===== src/rtl/addsub_pkg.sv =====
// Shared types and helpers for the pipelined adder/subtractor.
package addsub_pkg;

    typedef enum logic [1:0] {
        ADD = 2'd0,
        SUB = 2'd1,
        ADC = 2'd2,
        SBC = 2'd3
    } addsub_op_e;

    // Subtracting ops add the one's complement of B.
    function automatic logic op_inverts_b(addsub_op_e op);
        return (op == SUB) || (op == SBC);
    endfunction

    // Carry fed into the lowest chunk: fixed for ADD/SUB, external for ADC/SBC.
    function automatic logic op_stage0_cin(addsub_op_e op, logic cin);
        logic c;
        case (op)
            ADD:     c = 1'b0;
            SUB:     c = 1'b1;
            default: c = cin;
        endcase
        return c;
    endfunction

endpackage


===== src/rtl/addsub_chunk.sv =====
// Combinational W-bit slice of the carry chain. Besides the sum and carry
// out it exposes the carry into its MSB so the last slice can form overflow.
module addsub_chunk #(
    parameter int W = 8
) (
    input  logic [W-1:0] a,
    input  logic [W-1:0] b,
    input  logic         cin,
    output logic [W-1:0] s,
    output logic         cout,
    output logic         c_msb_in,
    output logic         zero
);

    logic [W:0] sum;

    // Widened add gives carry out directly; carry into MSB recovered from the MSB sum bit.
    always_comb begin
        sum      = {1'b0, a} + {1'b0, b} + {{W{1'b0}}, cin};
        s        = sum[W-1:0];
        cout     = sum[W];
        c_msb_in = a[W-1] ^ b[W-1] ^ sum[W-1];
        zero     = ~|sum[W-1:0];
    end

endmodule


===== src/rtl/pipelined_addsub.sv =====
// Pipelined two's-complement adder/subtractor. Each stage resolves one
// CHUNK of the carry chain; unprocessed operand chunks travel with the op
// and finished result chunks accumulate. The last stage rank is the output.
module pipelined_addsub
    import addsub_pkg::*;
#(
    parameter int WIDTH  = 32,
    parameter int STAGES = 4
) (
    input  logic             clk,
    input  logic             rst_n,
    input  logic             flush,
    input  logic             in_valid,
    output logic             in_ready,
    input  logic [WIDTH-1:0] in_a,
    input  logic [WIDTH-1:0] in_b,
    input  logic [1:0]       in_op,
    input  logic             in_cin,
    output logic             out_valid,
    input  logic             out_ready,
    output logic [WIDTH-1:0] out_result,
    output logic             out_c,
    output logic             out_v,
    output logic             out_z,
    output logic             out_n
);

    localparam int CHUNK = WIDTH / STAGES;

    if (STAGES < 1 || (WIDTH % STAGES) != 0) begin : g_bad_cfg
        $error("pipelined_addsub: WIDTH must be a positive multiple of STAGES");
    end

    // Per-rank pipeline registers
    logic             valid_q [STAGES];
    logic [WIDTH-1:0] a_q     [STAGES];
    logic [WIDTH-1:0] b_q     [STAGES];
    logic [WIDTH-1:0] res_q   [STAGES];
    logic             carry_q [STAGES];
    logic             ovf_q   [STAGES];
    logic             zero_q  [STAGES];

    // Per-stage combinational inputs and next values
    logic [WIDTH-1:0] a_d       [STAGES];
    logic [WIDTH-1:0] b_d       [STAGES];
    logic [WIDTH-1:0] res_base  [STAGES];
    logic             cin_d     [STAGES];
    logic             zero_base [STAGES];
    logic [CHUNK-1:0] chunk_a   [STAGES];
    logic [CHUNK-1:0] chunk_b   [STAGES];
    logic [CHUNK-1:0] chunk_s   [STAGES];
    logic             chunk_cout [STAGES];
    logic             chunk_cmsb [STAGES];
    logic             chunk_zero [STAGES];
    logic [WIDTH-1:0] res_d     [STAGES];
    logic             zero_d    [STAGES];
    logic             ovf_d     [STAGES];

    logic             adv;
    logic             accept;
    logic [WIDTH-1:0] b_first;

    // Handshake: whole pipe moves together whenever the output slot can drain.
    always_comb begin
        adv     = out_ready | ~valid_q[STAGES-1];
        accept  = in_valid & adv & ~flush;
        b_first = op_inverts_b(addsub_op_e'(in_op)) ? ~in_b : in_b;
    end

    assign in_ready = adv & ~flush;

    // Select each stage's source (port inputs for stage 0, previous rank otherwise).
    always_comb begin
        for (int i = 0; i < STAGES; i++) begin
            int p;
            p = (i > 0) ? i - 1 : 0;
            if (i == 0) begin
                a_d[i]       = in_a;
                b_d[i]       = b_first;
                cin_d[i]     = op_stage0_cin(addsub_op_e'(in_op), in_cin);
                res_base[i]  = '0;
                zero_base[i] = 1'b1;
            end else begin
                a_d[i]       = a_q[p];
                b_d[i]       = b_q[p];
                cin_d[i]     = carry_q[p];
                res_base[i]  = res_q[p];
                zero_base[i] = zero_q[p];
            end
            chunk_a[i] = a_d[i][i*CHUNK +: CHUNK];
            chunk_b[i] = b_d[i][i*CHUNK +: CHUNK];
        end
    end

    for (genvar g = 0; g < STAGES; g++) begin : g_stage
        addsub_chunk #(.W(CHUNK)) u_chunk (
            .a        (chunk_a[g]),
            .b        (chunk_b[g]),
            .cin      (cin_d[g]),
            .s        (chunk_s[g]),
            .cout     (chunk_cout[g]),
            .c_msb_in (chunk_cmsb[g]),
            .zero     (chunk_zero[g])
        );
    end

    // Merge each chunk result into the accumulated word and flags.
    always_comb begin
        for (int i = 0; i < STAGES; i++) begin
            res_d[i]                   = res_base[i];
            res_d[i][i*CHUNK +: CHUNK] = chunk_s[i];
            zero_d[i]                  = zero_base[i] & chunk_zero[i];
            ovf_d[i]                   = chunk_cout[i] ^ chunk_cmsb[i];
        end
    end

    // Pipeline registers: flush clears valids only; data moves only when the pipe advances.
    always_ff @(posedge clk or negedge rst_n) begin
        if (!rst_n) begin
            for (int i = 0; i < STAGES; i++) begin
                valid_q[i] <= 1'b0;
                a_q[i]     <= '0;
                b_q[i]     <= '0;
                res_q[i]   <= '0;
                carry_q[i] <= 1'b0;
                ovf_q[i]   <= 1'b0;
                zero_q[i]  <= 1'b0;
            end
        end else begin
            if (flush) begin
                for (int i = 0; i < STAGES; i++) valid_q[i] <= 1'b0;
            end else if (adv) begin
                valid_q[0] <= accept;
                for (int i = 1; i < STAGES; i++) valid_q[i] <= valid_q[i-1];
            end
            if (adv) begin
                for (int i = 0; i < STAGES; i++) begin
                    a_q[i]     <= a_d[i];
                    b_q[i]     <= b_d[i];
                    res_q[i]   <= res_d[i];
                    carry_q[i] <= chunk_cout[i];
                    ovf_q[i]   <= ovf_d[i];
                    zero_q[i]  <= zero_d[i];
                end
            end
        end
    end

    assign out_valid  = valid_q[STAGES-1];
    assign out_result = res_q[STAGES-1];
    assign out_c      = carry_q[STAGES-1];
    assign out_v      = ovf_q[STAGES-1];
    assign out_z      = zero_q[STAGES-1];
    assign out_n      = res_q[STAGES-1][WIDTH-1];

endmodule

===== config.mk =====
export PLATFORM = sky130hd
export DESIGN_NAME = pipelined_addsub
export DESIGN_NICKNAME = d
export VERILOG_FILES = /design/src/rtl/addsub_pkg.sv /design/src/rtl/addsub_chunk.sv /design/src/rtl/pipelined_addsub.sv
export SDC_FILE = /design/constraint.sdc
export NUM_CORES = 1
export LEC_CHECK = 0
export CAP_MARGIN = 40
export CORE_MARGIN = 2
export CORE_UTILIZATION = 40
export CTS_BUF_LIST = sky130_fd_sc_hd__clkbuf_4
export CTS_CLUSTER_SIZE = 24
export DETAILED_ROUTE_END_ITERATION = 6
export DONT_BUFFER_PORTS = 1
export PLACE_DENSITY_LB_ADDON = 0.08
export SYNTH_ARGS = -nofsm -noshare
export SYNTH_HDL_FRONTEND = slang
export SYNTH_SLANG_ARGS = --single-unit

===== constraint.sdc =====
create_clock -name clk -period 2.75 [get_ports clk]
set_input_delay 0.275 -clock clk [delete_from_list [all_inputs] [get_ports clk]]
set_output_delay 0.275 -clock clk [all_outputs]
set_load 0.02 [all_outputs]

==> flow_metrics.tcl, run 1 <==
set metrics [dict create \
    status "finished, violations left" \
    violations "negative hold slack" \
    track_usage_pct 17.4 \
    grt_max_degree 190 \
    synthCells 961 \
    syn-cell-area_mm2 0.00871 \
    grt_pass1_vias 6000 \
    grt_pass1_wl_um 31200 \
    area_growth_pct 15.8 \
    tightestPinTransition_ns 0.468 \
    period_needed_ns 2.62 \
    root_buffer "clkbuf_4" \
    ys_ff_latch 189 \
    ctsLongestPathBuffers 2 \
    rsz0062_at_grt "no" \
    antenna_left 0 \
    cts_buffers 17 \
    cp-end-kind "register" \
    cp_top_family "compound AO/OA/AOI/OAI gates" \
    clkSlewWorstSetupHoldPaths_ns 0.16 \
    slowest_delay_ns 0.49 \
    min_path_type "in -> async" \
    grt_antenna_before_repair 1 \
    core_mm2 0.0212 \
    arrival_ns 3.07 \
    drt-initial-drc-count 386 \
    max_slew_margin_pct 68.7 \
    start_util_pct 41.0 \
    overflow 0 \
    avgSynthCellArea_um2 9.06 \
    crit_chain "fa_1, fa_2, a211o_1, a211o_1, a221oi_2, nor2_1, a32o_1" \
    path_common_cell "a211o_1" \
    tns_ns 0 \
    wl_um 19000 \
    drt-vias-per-instance 4.82 \
    io_buffers 0 \
    vias 6299 \
    clkLatencyLatePin_ns 0.56 \
    routabilityCongestion 0.766 \
    post_cts_buffers 0 \
    startpoint_type "register" \
    crit_fanout 3 \
    row_count 53 \
    p_leak_uw 0.00474 \
    path_buf_inv 0 \
    seqCellArea_mm2 0.00473 \
    finalMaxSlewViolations 0 \
    io_pins 110 \
    worst-setup-path-type "reg -> reg" \
    cts_tree "yes" \
    yosysSeqAreaShare_pct 54.3 \
    whs_ns -0.621 \
    final_nets 1126 \
    htreeDepth 4 \
    async_flop_share_pct 100 \
    hold_buffers 77 \
    synth_top_flop_cell "dfrtp_1" \
    yosys_warnings 0 \
    p_per_area_mw_per_mm2 681 \
    skew_ns 0.0206 \
    drv_cap 0 \
    setup_viol_count_final 0 \
    drc_errors 0 \
    cts.sinks 189 \
    synth_edf_count 0 \
    design.die.area_mm2 0.0230 \
    drt-pass1-iter-count 4 \
    yosysUniqueCellTypes 49 \
    peakVddDrop_mv 0.231 \
    drive_above_1_share_pct 4.85 \
    dp.final_hpwl_um 12300 \
    fin_crit_sh_pct 95.2 \
    final-hold-violation-count 189 \
    wl_per_cell_um 14.6 \
    fillers 2138 \
    multi_input_area_mm2 0.00378 \
    syn_nets 1069 \
    die_h_um 152 \
    crit_slowest_cell "fa_1" \
    dieWidth_um 152 \
    max_freq_ghz 0.382 \
    crit_required_ns 3.20 \
]
[through the flow]
step	setup WS [ns]	total power [uW]	utilization [%]	area, um^2	instances
after floorplan	0.0718	4860	-	8710	961
after global placement	0.127	5170	42.4	9000	1197
after detailed placement	0.108	5200	42.4	9000	1197
after CTS	0.0604	6990	47.5	10100	1306
after global routing	0.0452	7360	47.5	10100	1307
final	0.131	6870	47.5	10100	1307
[where the power goes]
group	leakage, uW	internal (uW)	switching, uW	total [uW]
logic	0.00235	641	674	1320
clock network	0.000164	670	973	1640
registers	0.00223	3330	589	3910
[layout by cell type (no fill, tap or decap), types with 4 or more instances in the layout]
master	synthesis	layout
a211o_1	4	4
a211oi_1	7	7
a21o_1	6	6
a21oi_1	22	22
buf_12	0	5
clkbuf_4	0	20
dfrtp_1	189	189
dlygate4sd3_1	0	77
fa_1	8	7
ha_1	28	28
inv_1	6	6
nand2_1	447	447
nand2b_1	6	5
nand3_1	6	6
nor2_1	28	28
o211ai_1	5	5
o21a_1	9	9
o21ai_0	43	43
o31ai_1	4	4
xnor2_1	37	37
xor2_1	13	13
[sequential cells by signal, summed over array words and instances (netlist names), 3 cells and up]
signal      flops
a_d            48
b_d            48
carry_q         3
out_result     32
res_base       48
valid_q         3
zero_base       3
[routing by layer]
| layer | routed length (um) | GRT usage [%] | vias up |
|---|---|---|---|
| met5 | 0 | 0 | - |
| met3 | 1010 | 4.64 | 18 |
| met1 | 9750 | 26.0 | 2945 |
| met4 | 230 | 5.14 | 0 |
| li1 | - | - | 3227 |
| met2 | 8060 | 24.7 | 109 |
[worst register-to-register path: cells and delay by family, from the launching register on]
family                   cells  cell delay [ns]
AND/OR/NAND/NOR              1             0.08
flip-flops                   1             0.43
AO/OA/AOI/OAI                4             1.12
adder cells (fa/ha/maj)      2             0.88
[cell usage after synthesis, drive strengths merged (7+ instances only)]
| cell | n | share of area [%] |
|---|---|---|
| ha | 28 | 4.0 |
| nand2 | 447 | 19 |
| xnor2 | 37 | 3.7 |
| fa | 8 | 1.8 |
| a211oi | 7 | 0.60 |
| a21o | 7 | 0.62 |
| nor2 | 28 | 1.2 |
| o21a | 9 | 0.78 |
| o21ai | 43 | 2.5 |
| buf | 8 | 0.47 |
| dfrtp | 189 | 54 |
| clkbuf | 39 | 1.7 |
| a21oi | 22 | 1.3 |
| xor2 | 13 | 1.3 |
[cell type report]
| class | instances | area share (%) |
|---|---|---|
| multi-input combinational | 719 | 37.5 |
| sequential | 189 | 46.9 |
| clock buffer | 20 | 1.49 |
| tap | 275 | 3.41 |
| inverter | 6 | 0.223 |
| antenna | 1 | 0.0248 |
| timing repair buffer | 85 | 8.86 |
| clock inverter | 12 | 1.58 |
[path summary, 6_finish.rpt]
check / slack (ns) / cells after the start / start / to
max: 0.13 / 7 / a_d[48] / zero_base[0]
min: -0.62 / 0 / rst_n / out_result[22]
max reg2reg: 0.13 / 7 / a_d[48] / zero_base[0]
min reg2reg: 0.47 / 2 / a_d[86] / a_d[54]
max in group asynchronous: 2.99 / 0 / rst_n / res_base[70]
min in group clk: 0.10 / 3 / in_a[0] / res_base[64]
[what timing repair did]
action | 4_1_cts | 5_1_grt
resized for setup | 0 | 1
hold endpoints to repair | 246 | 189
endpoints found under the setup margin | 0 | 1
[cell families (layout without fill, tap and decap cells)]
| family | after synthesis | count (layout) | synth area share, % |
|---|---|---|---|
| AOI/OAI and AO/OA | 120 | 120 | 8.87 |
| xor gates and xnor gates | 50 | 50 | 5.03 |
| adders and majority gates | 36 | 36 | 5.86 |
| buffers and inverters | 53 | 123 | 2.41 |
| DFF | 189 | 189 | 54.3 |
| muxes | 4 | 4 | 0.503 |
| other | 0 | 1 | 0 |
| and+or+nand+nor | 509 | 509 | 23.0 |
(Power assumes the default switching activity.)
==> run 2: changes to the inputs <==
- ABC_CLOCK_PERIOD_IN_PS: not set -> 2750
==> results of run 2 <==
Same layout as run 1: the final DEF is identical, and so are final timing and power.
==> run 3: changes to the inputs <==
- CTS_CLUSTER_DIAMETER: not set -> 60
==> results of run 3 <==
Same layout as run 1: the final DEF is identical, and so are final timing and power.
